**src/rtl/fib_isa_pkg.sv**
```systemverilog
// rtl/fib_isa_pkg.sv - shared ISA constants, instruction word and sequencer state
// FIB_STORE_EN selects the 5-word loop body (STORE R1 inside the loop).
package fib_isa_pkg;

  localparam int OP_W  = 3;
  localparam int REG_W = 2;

  typedef logic [OP_W-1:0]  op_t;
  typedef logic [REG_W-1:0] reg_t;

  localparam op_t OP_NOOP  = 3'b000;
  localparam op_t OP_SET   = 3'b001;
  localparam op_t OP_INC   = 3'b010;
  localparam op_t OP_DEC   = 3'b011;
  localparam op_t OP_LOAD  = 3'b100;
  localparam op_t OP_STORE = 3'b101;
  localparam op_t OP_ADD   = 3'b110;
  localparam op_t OP_COPY  = 3'b111;

  localparam reg_t R0 = 2'd0;
  localparam reg_t R1 = 2'd1;
  localparam reg_t R2 = 2'd2;
  localparam reg_t R3 = 2'd3;

  typedef struct packed {
    op_t  op;
    reg_t opr1;
    reg_t opr2;
  } instr_t;

  typedef enum logic [2:0] {
    ST_IDLE,
    ST_PRE,
    ST_BODY,
    ST_TAIL,
    ST_FIN
  } seq_state_t;

  localparam int PRE_LEN = 4;
`ifdef FIB_STORE_EN
  localparam int BODY_LEN = 5;
`else
  localparam int BODY_LEN = 4;
`endif

  function automatic instr_t mk_instr(op_t op, reg_t opr1, reg_t opr2);
    instr_t w;
    w.op   = op;
    w.opr1 = opr1;
    w.opr2 = opr2;
    return w;
  endfunction

endpackage

```
**src/rtl/fib_instr_seq_if.sv**
```systemverilog
// rtl/fib_instr_seq_if.sv - valid/ready instruction word channel toward decode
interface fib_instr_seq_if #(
  parameter int SIZE = 4
);
  logic            instr_valid;
  logic            instr_ready;
  logic [SIZE-2:0] op_code;
  logic [SIZE-3:0] Opr1;
  logic [SIZE-3:0] Opr2;

  modport master (
    output instr_valid,
    output op_code,
    output Opr1,
    output Opr2,
    input  instr_ready
  );

  modport slave (
    input  instr_valid,
    input  op_code,
    input  Opr1,
    input  Opr2,
    output instr_ready
  );
endinterface

```
**src/rtl/fib_prog_rom.sv**
```systemverilog
// rtl/fib_prog_rom.sv - combinational (state, slot) to instruction word lookup
// FIB_STORE_EN adds STORE R1 as body slot 4 and removes the tail store.
module fib_prog_rom
  import fib_isa_pkg::*;
(
  input  seq_state_t  i_state,
  input  logic [2:0]  i_slot,
  output instr_t      o_instr
);

  always_comb begin
    o_instr = mk_instr(OP_NOOP, R0, R0);
    case (i_state)
      ST_PRE: begin
        case (i_slot)
          3'd0:    o_instr = mk_instr(OP_LOAD, R3, R0);
          3'd1:    o_instr = mk_instr(OP_SET,  R1, R0);
          3'd2:    o_instr = mk_instr(OP_SET,  R0, R0);
          3'd3:    o_instr = mk_instr(OP_DEC,  R0, R0);
          default: o_instr = mk_instr(OP_NOOP, R0, R0);
        endcase
      end
      ST_BODY: begin
        case (i_slot)
          3'd0:    o_instr = mk_instr(OP_COPY,  R2, R1);
          3'd1:    o_instr = mk_instr(OP_ADD,   R1, R0);
          3'd2:    o_instr = mk_instr(OP_COPY,  R0, R2);
          3'd3:    o_instr = mk_instr(OP_DEC,   R3, R0);
`ifdef FIB_STORE_EN
          3'd4:    o_instr = mk_instr(OP_STORE, R1, R0);
`endif
          default: o_instr = mk_instr(OP_NOOP,  R0, R0);
        endcase
      end
`ifndef FIB_STORE_EN
      ST_TAIL: o_instr = mk_instr(OP_STORE, R1, R0);
`endif
      default: o_instr = mk_instr(OP_NOOP, R0, R0);
    endcase
  end

endmodule

```
**src/rtl/fib_instr_seq.sv**
```systemverilog
// rtl/fib_instr_seq.sv - Fibonacci program sequencer: preamble, N loop bodies, tail
// FIB_STORE_EN: store every term inside the loop instead of once in the tail.
module fib_instr_seq
  import fib_isa_pkg::*;
#(
  parameter int SIZE  = 4,
  parameter int CNT_W = 8
) (
  input  logic              clk,
  input  logic              rst_n,
  input  logic              start,
  input  logic [CNT_W-1:0]  iter_cnt,
  fib_instr_seq_if.master   bus,
  output logic              busy,
  output logic              done
);

  seq_state_t        r_state;
  logic [2:0]        r_slot;
  logic [CNT_W-1:0]  r_cnt;
  logic              r_valid;
  logic              r_busy;
  logic              r_done;
  instr_t            r_instr;

  seq_state_t        w_nxt_state;
  logic [2:0]        w_nxt_slot;
  logic [CNT_W-1:0]  w_nxt_cnt;
  logic              w_nxt_valid;
  logic              w_nxt_busy;
  logic              w_nxt_done;
  logic              w_load;
  logic              w_finish;
  logic              w_xfer;
  instr_t            w_rom_instr;

  assign w_xfer = r_valid && bus.instr_ready;

  // The ROM is addressed by the next position so the word lands in r_instr
  // on the same edge that the position advances.
  fib_prog_rom u_rom (
    .i_state (w_nxt_state),
    .i_slot  (w_nxt_slot),
    .o_instr (w_rom_instr)
  );

  always_comb begin
    w_nxt_state = r_state;
    w_nxt_slot  = r_slot;
    w_nxt_cnt   = r_cnt;
    w_nxt_valid = r_valid;
    w_nxt_busy  = r_busy;
    w_nxt_done  = 1'b0;
    w_load      = 1'b0;
    w_finish    = 1'b0;
    case (r_state)
      ST_IDLE: begin
        if (start) begin
          w_nxt_state = ST_PRE;
          w_nxt_slot  = 3'd0;
          w_nxt_cnt   = iter_cnt;
          w_nxt_valid = 1'b1;
          w_nxt_busy  = 1'b1;
          w_load      = 1'b1;
        end
      end
      ST_PRE: begin
        if (w_xfer) begin
          w_load = 1'b1;
          if (r_slot == 3'(PRE_LEN - 1)) begin
            w_nxt_slot = 3'd0;
            if (r_cnt != '0) w_nxt_state = ST_BODY;
            else             w_finish    = 1'b1;
          end else begin
            w_nxt_slot = r_slot + 3'd1;
          end
        end
      end
      ST_BODY: begin
        if (w_xfer) begin
          w_load = 1'b1;
          if (r_slot == 3'(BODY_LEN - 1)) begin
            w_nxt_slot = 3'd0;
            w_nxt_cnt  = r_cnt - CNT_W'(1);
            if (r_cnt == CNT_W'(1)) w_finish = 1'b1;
          end else begin
            w_nxt_slot = r_slot + 3'd1;
          end
        end
      end
      ST_TAIL: begin
        if (w_xfer) begin
          w_load      = 1'b1;
          w_nxt_state = ST_FIN;
          w_nxt_valid = 1'b0;
          w_nxt_busy  = 1'b0;
          w_nxt_done  = 1'b1;
        end
      end
      ST_FIN: begin
        w_nxt_state = ST_IDLE;
      end
      default: begin
        w_nxt_state = ST_IDLE;
        w_nxt_valid = 1'b0;
        w_nxt_busy  = 1'b0;
      end
    endcase
    if (w_finish) begin
`ifdef FIB_STORE_EN
      w_nxt_state = ST_FIN;
      w_nxt_valid = 1'b0;
      w_nxt_busy  = 1'b0;
      w_nxt_done  = 1'b1;
`else
      w_nxt_state = ST_TAIL;
`endif
    end
  end

  always_ff @(posedge clk or negedge rst_n) begin
    if (!rst_n) begin
      r_state <= ST_IDLE;
      r_slot  <= 3'd0;
      r_cnt   <= '0;
      r_valid <= 1'b0;
      r_busy  <= 1'b0;
      r_done  <= 1'b0;
      r_instr <= mk_instr(OP_NOOP, R0, R0);
    end else begin
      r_state <= w_nxt_state;
      r_slot  <= w_nxt_slot;
      r_cnt   <= w_nxt_cnt;
      r_valid <= w_nxt_valid;
      r_busy  <= w_nxt_busy;
      r_done  <= w_nxt_done;
      if (w_load) r_instr <= w_rom_instr;
    end
  end

  assign bus.instr_valid = r_valid;
  assign bus.op_code     = (SIZE-1)'(r_instr.op);
  assign bus.Opr1        = (SIZE-2)'(r_instr.opr1);
  assign bus.Opr2        = (SIZE-2)'(r_instr.opr2);
  assign busy            = r_busy;
  assign done            = r_done;

endmodule
```
**src/flat_wrapper.sv**
```systemverilog
// flat-port wrapper written by rule: the top's interface ports become plain ports
module fib_instr_seq_flat import fib_isa_pkg::*;
#(
  parameter int SIZE  = 4,
  parameter int CNT_W = 8
)
  (clk, rst_n, start, iter_cnt, busy, done, bus_instr_valid, bus_op_code, bus_Opr1, bus_Opr2, bus_instr_ready);
  fib_instr_seq_if #(.SIZE(SIZE)) bus_i ();
  input  logic clk;
  input  logic rst_n;
  input  logic start;
  input  logic [CNT_W-1:0] iter_cnt;
  output logic busy;
  output logic done;
  output wire logic [$bits(bus_i.instr_valid)-1:0] bus_instr_valid;
  output wire logic [$bits(bus_i.op_code)-1:0] bus_op_code;
  output wire logic [$bits(bus_i.Opr1)-1:0] bus_Opr1;
  output wire logic [$bits(bus_i.Opr2)-1:0] bus_Opr2;
  input wire logic [$bits(bus_i.instr_ready)-1:0] bus_instr_ready;
  assign bus_instr_valid = bus_i.instr_valid;
  assign bus_op_code = bus_i.op_code;
  assign bus_Opr1 = bus_i.Opr1;
  assign bus_Opr2 = bus_i.Opr2;
  assign bus_i.instr_ready = bus_instr_ready;
  fib_instr_seq #(.SIZE(SIZE), .CNT_W(CNT_W)) u_core (.clk(clk), .rst_n(rst_n), .start(start), .iter_cnt(iter_cnt), .bus(bus_i), .busy(busy), .done(done));
endmodule
```
**config.mk**
```make
export PLATFORM = sky130hd
export DESIGN_NAME = fib_instr_seq_flat
export DESIGN_NICKNAME = d
export VERILOG_FILES = /design/src/rtl/fib_isa_pkg.sv /design/src/rtl/fib_instr_seq_if.sv /design/src/rtl/fib_prog_rom.sv /design/src/rtl/fib_instr_seq.sv /design/src/flat_wrapper.sv
export SDC_FILE = /design/constraint.sdc
export NUM_CORES = 1
export LEC_CHECK = 0
export ABC_AREA = 1
export CAP_MARGIN = 10
export CORE_MARGIN = 2
export CORE_UTILIZATION = 54
export CTS_CLUSTER_DIAMETER = 30
export DETAILED_ROUTE_END_ITERATION = 8
export PLACE_DENSITY = 0.79
export SKIP_CTS_REPAIR_TIMING = 1
export SLEW_MARGIN = 0
export SYNTH_ARGS = -nofsm -noshare
export SYNTH_HDL_FRONTEND = slang
export SYNTH_HIERARCHICAL = 1
export SYNTH_SLANG_ARGS = --single-unit
```
**constraint.sdc**
```tcl
create_clock -name clk -period 2.4 [get_ports clk]
set_input_delay 0.6 -clock clk [delete_from_list [all_inputs] [get_ports clk]]
set_output_delay 0.6 -clock clk [all_outputs]
set_load 0.02 [all_outputs]
```
# After elaboration in Yosys (flattened, before gate mapping)
# Index checks and enable logic that the tools add are counted.
[word_totals] wordCells=69 in_bits=12 output_inout_bits=10 ff_bits=23
[classes] n_eq_ne=16 n_reduce_logical=10 mux=32 add_sub_neg=2 bitwise=1
[ops] op="case mux 7 bit (4 select lines)" count=2
[ops] op="two-way mux 3 bit" count=9
[ops] op="two-way mux 8 bit" count=3
[ops] op="equality test 3 x 2 -> 1 bit (second input constant)" count=7
[ops] op="case mux 7 bit (3 select lines)" count=1
[ops] op="case mux 8 bit (2 select lines)" count=1
[ops] op="case mux 3 bit (4 select lines)" count=1
[ops] op="two-way mux 1 bit" count=11
[ops] op="equality test 3 x 1 -> 1 bit (second input constant)" count=3
[ops] op="equality test 8 x 1 -> 1 bit (second input constant)" count=1
[ops] op="nonzero test 8 bit" count=1
[ops] op="subtractor 8 x 1 -> 8 bit (second input constant)" count=1
[ops] op="zero test 3 bit" count=2
[ops] op="inequality test 2 x 1 -> 1 bit (second input constant)" count=3
[ops] op="case mux 3 bit (2 select lines)" count=1
[ops] op="OR reduction 3 bit" count=2
[ops] op="case mux 1 bit (2 select lines)" count=2
[ops] op="AND reduction 4 bit" count=1
[ops] op="adder 3 x 1 -> 3 bit (second input constant)" count=1
[ops] op="equality test 3 bit (second input constant)" count=1
[ops] op="case mux 1 bit (3 select lines)" count=1
[ops] op="AND reduction 3 bit" count=1
[ops] op="inequality test 2 bit (second input constant)" count=1
[ops] op="nonzero test 2 bit" count=1
[ops] op="3 further kinds" count=3

# Logic depth before layout (Yosys ltp)
[depth] word_depth=8 depth_mapped=15 ltp_nobuf=14

# Modules after synthesis
# The synthesis kept the hierarchy.
[modules_own_cells] module="fib_instr_seq" instances=1 cells_each=186 seq_area_each_um2=575.6 area_per_inst_um2=1437.6
[modules_own_cells] module="fib_prog_rom" instances=1 cells_each=37 seq_area_each_um2=0.0 area_per_inst_um2=163.9

# Worst setup path after synthesis
# Ideal clock, no wire load.
[synth_path] kind="in2reg" from="input port bus_instr_ready" to="register u_core.r_instr (netlist bit u_core/bus.op_code[2])" n_path_buf=0 setup_time_ps=117 arrival_ps=1914 path_slack_ps=368 cell_stages=12 required_time_ps=2283 path_cell_list="nand2_1 > inv_1 > o21ai_0 > o21ai_0 > o21ai_0 > nor2_1 > nand2_1 > nand2_1 > nand2_1 > nand2_1 > nand2_1 > o21ai_2"
[synth_rtl] item="start: declaration" line_no="flat_wrapper.sv:19" text="input wire logic [$bits(bus_i.instr_ready)-1:0] bus_instr_ready;"
[synth_rtl] item="end signal: assignment" line_no="fib_instr_seq.sv:129" text="r_instr <= mk_instr(OP_NOOP, R0, R0);"
[synth_rtl] item="end signal: assignment" line_no="fib_instr_seq.sv:137" text="if (w_load) r_instr <= w_rom_instr;"
[synth_rtl] item="end: declaration" line_no="fib_instr_seq.sv:24" text="instr_t r_instr;"

==> results.cfg <==
[floorplanning]
die_x_um = 58.5
num_rows = 19
io_pins = 22
die_h_um = 58.5
initial_core_util_pct = 57.6
dieArea_um2 = 3420
core-area_um2 = 2780

[logic_synthesis]
synth_edf_count = 0
seq_area_frac_synth_pct = 35.9
synth_cell_type_count = 29
synth_nets = 239
synthArstFlopShare_pct = 100
ys_ff_latch = 23
syn-cell-area_um2 = 1600
ys.flop_type = dfrtp_1
synth_cells = 223
synth_warnings = 6
syn_area_per_cell_um2 = 7.18

[power_and_ir_drop]
seqPwrFrac_pct = 29.9
power_density_nw_per_um2 = 1190
pwr-share-comb_pct = 61.8
swShare_pct = 50.1
leakage_uw = 0.000924
p_clk_share_pct = 8.3
ir_worst_vdd_v = 0.000811
p_int_uw = 1130
power_switching_uw = 1130

[timing]
fin_crit_sh_pct = 86.0
slew_headroom_pct = 68.2
rsz0062_at_grt = false
max_freq_mhz = 484
setup_ws_ns = 0.336
maxSlewViolCount = 0
tightest_slew_ns = 0.477
setup_viol = 0
clock_skew_ns = 0.0115
hold_viol = 0
finalSetupTns_ns = 0
period_needed_ns = 2.06

[clock_network]
cts-root-buf = clkbuf_4
htree_levels = 1
cts_tree = yes
cts_sinks = 23
clock_latency_ns = 0.32
cts_made_buffers = 3
clock_path_buffers = 2
cts.clk_slew.worst_paths_ns = 0.13

[place]
hpwl_um = 2490
finalWeightedCongestion = 0.876
dp_worst_setup_slack_ns = -0.162
dpl.cell_count = 279
place.port_buffers = 21

[critical_path]
max_stage_delay_ns = 0.45
critical_path.cell_chain = clkdlybuf4s50_1 > nand2_1 > buf_4 > o21ai_0 > nand2_1 > inv_1 > nand2_1 > inv_1 > o21ai_0 > nand2_1 > o21ai_0 > nand2_1 > o21ai_0
crit_path_frequent_cell = nand2_1
end_kind = register
crit_fanout = 5
cp_slowest_cell = clkdlybuf4s50_1
rr_worst_depth = 14
criticalPathCategory = in -> reg
worst-endpoint-required_ns = 2.61
start_kind = input pin
cp_data_arrival_time_ns = 2.27

[cells_and_area]
layout-drive-gt1-share_pct = 14.3
n_antenna_cell = 0
finalNonFillerCells = 283
syn_to_final_growth_pct = 18.5
nets = 269
mostFrequentLayoutCell = nand2_1
final_cell_mix = nand2_1, inv_1, dfrtp_1, clkdlybuf4s50_1, o21ai_0

[drt]
drt_iter0_drc = 65
drt-vias-per-instance = 5.20
avgRoutedWirePerCell_um = 11.6
final_antenna_net_count = 0
drc = 0
dr.pass1.iters = 4
vias = 1472
wl_um = 3280

[grt]
grt_use_met1_pct = 26.6
grt_use_met2_pct = 38.4
top_usage_layer = met2
grt_antenna_before_repair = 0
grt_use_total_pct = 21.5
grt_pass1_wl_um = 5730
grt_max_degree = 24
grt_pass1_vias = 1392
grt_remaining_overflow = 0
use_met3_pct = 1.98

[outcome]
status = finished, final reports clean

[hold_path]
worstHoldPathCells = 2
hold_path.class = reg -> reg

[run]
maxCapViolations = 0
==> state kept, by name, indices dropped and copies added, names as in the netlist <==
name,flops
u_core/r_state,3
u_core/busy,1
u_core/bus.op_code,3
u_core/bus.Opr1,2
u_core/r_slot,3
u_core/r_cnt,8
u_core/bus.Opr2,2
u_core/done,1
==> final timing paths <==
path	from	to	slack (ns)
worst min register to register	u_core/r_cnt[6]$_DFFE_PN0P_	u_core/r_cnt[6]$_DFFE_PN0P_	0.51
worst min-delay path	u_core/r_cnt[6]$_DFFE_PN0P_	u_core/r_cnt[6]$_DFFE_PN0P_	0.51
worst max-delay path	bus_instr_ready	u_core/bus.Opr1[0]$_DFFE_PN0P_	0.34
max in group asynchronous	rst_n	u_core/r_cnt[3]$_DFFE_PN0P_	1.55
worst max register to register	u_core/r_state[0]$_DFF_PN0_	u_core/bus.Opr2[1]$_DFFE_PN0P_	0.34
min in group asynchronous	rst_n	u_core/r_cnt[5]$_DFFE_PN0P_	0.60
==> cells by family (layout without fill, tap and decap cells) <==
family / count (synthesis) / in the layout / share of synthesized area [%]
AO/OA/AOI/OAI: 31 / 31 / 12.4
adder cells (fa/ha/maj): 4 / 4 / 3.13
AND/OR/NAND/NOR: 130 / 130 / 38.0
buffers and inverters: 35 / 64 / 10.5
flip-flops: 23 / 23 / 35.9
==> synthesized netlist by cell type, types with 3 or more instances <==
master   count  area [µm²]
o21ai_2      3        26.3
nand2_2      4        25.0
nor2_1      14        52.6
nand4_1      6        37.5
a21oi_1      3        15.0
nor2_4       3        33.8
o21ai_0     18        90.1
nand3_1     14        70.1
nand2_1     74         278
dfrtp_1     23         576
o21ai_1      3        15.0
nor2_2       3        18.8
ha_1         4        50.1
inv_1       28         105
nor3_1       4        20.0
==> per-stage QoR <==
stage	hold slack (ns)	util, %	power [µW]	area [µm²]
2_1_floorplan	0.304	-	1720	1600
3_3_place_gp	0.457	67.1	2040	1870
3_5_place_dp	0.478	67.1	2070	1870
4_1_cts	0.508	68.1	2270	1890
5_1_grt	0.534	68.2	2490	1900
6_report	0.509	68.2	2260	1900
==> final cells by class <==
cell class / instances / area, µm²
clock buffers: 3 / 22.5
clock inverters: 1 / 5.00
fillers: 249 / 883
inverters: 31 / 124
multi-input cells: 165 / 862
flip-flops and latches: 23 / 576
well taps: 31 / 38.8
repair buffers: 29 / 270
==> power by group through the flow <==
stage / Combinational (µW) / Clock, µW / Sequential [µW]
finish: 1400 / 187 / 674
global placement: 1360 / 0 / 680
detailed placement: 1390 / 0 / 683
global route: 1590 / 206 / 696
floorplan: 1000 / 0 / 713
CTS: 1400 / 195 / 674
==> critical path, delay by kind of cell <==
kind                   cells  cell delay (ns)
buffers and inverters      4             0.83
AO/OA/AOI/OAI              4             0.43
AND/OR/NAND/NOR            5             0.41
==> routing by layer <==
metal,up-vias,wire [µm]
met5,-,0
met3,5,98
li1,771,-
met2,24,1620
met4,0,48
met1,672,1510
Power figures use the tool's default switching activity.
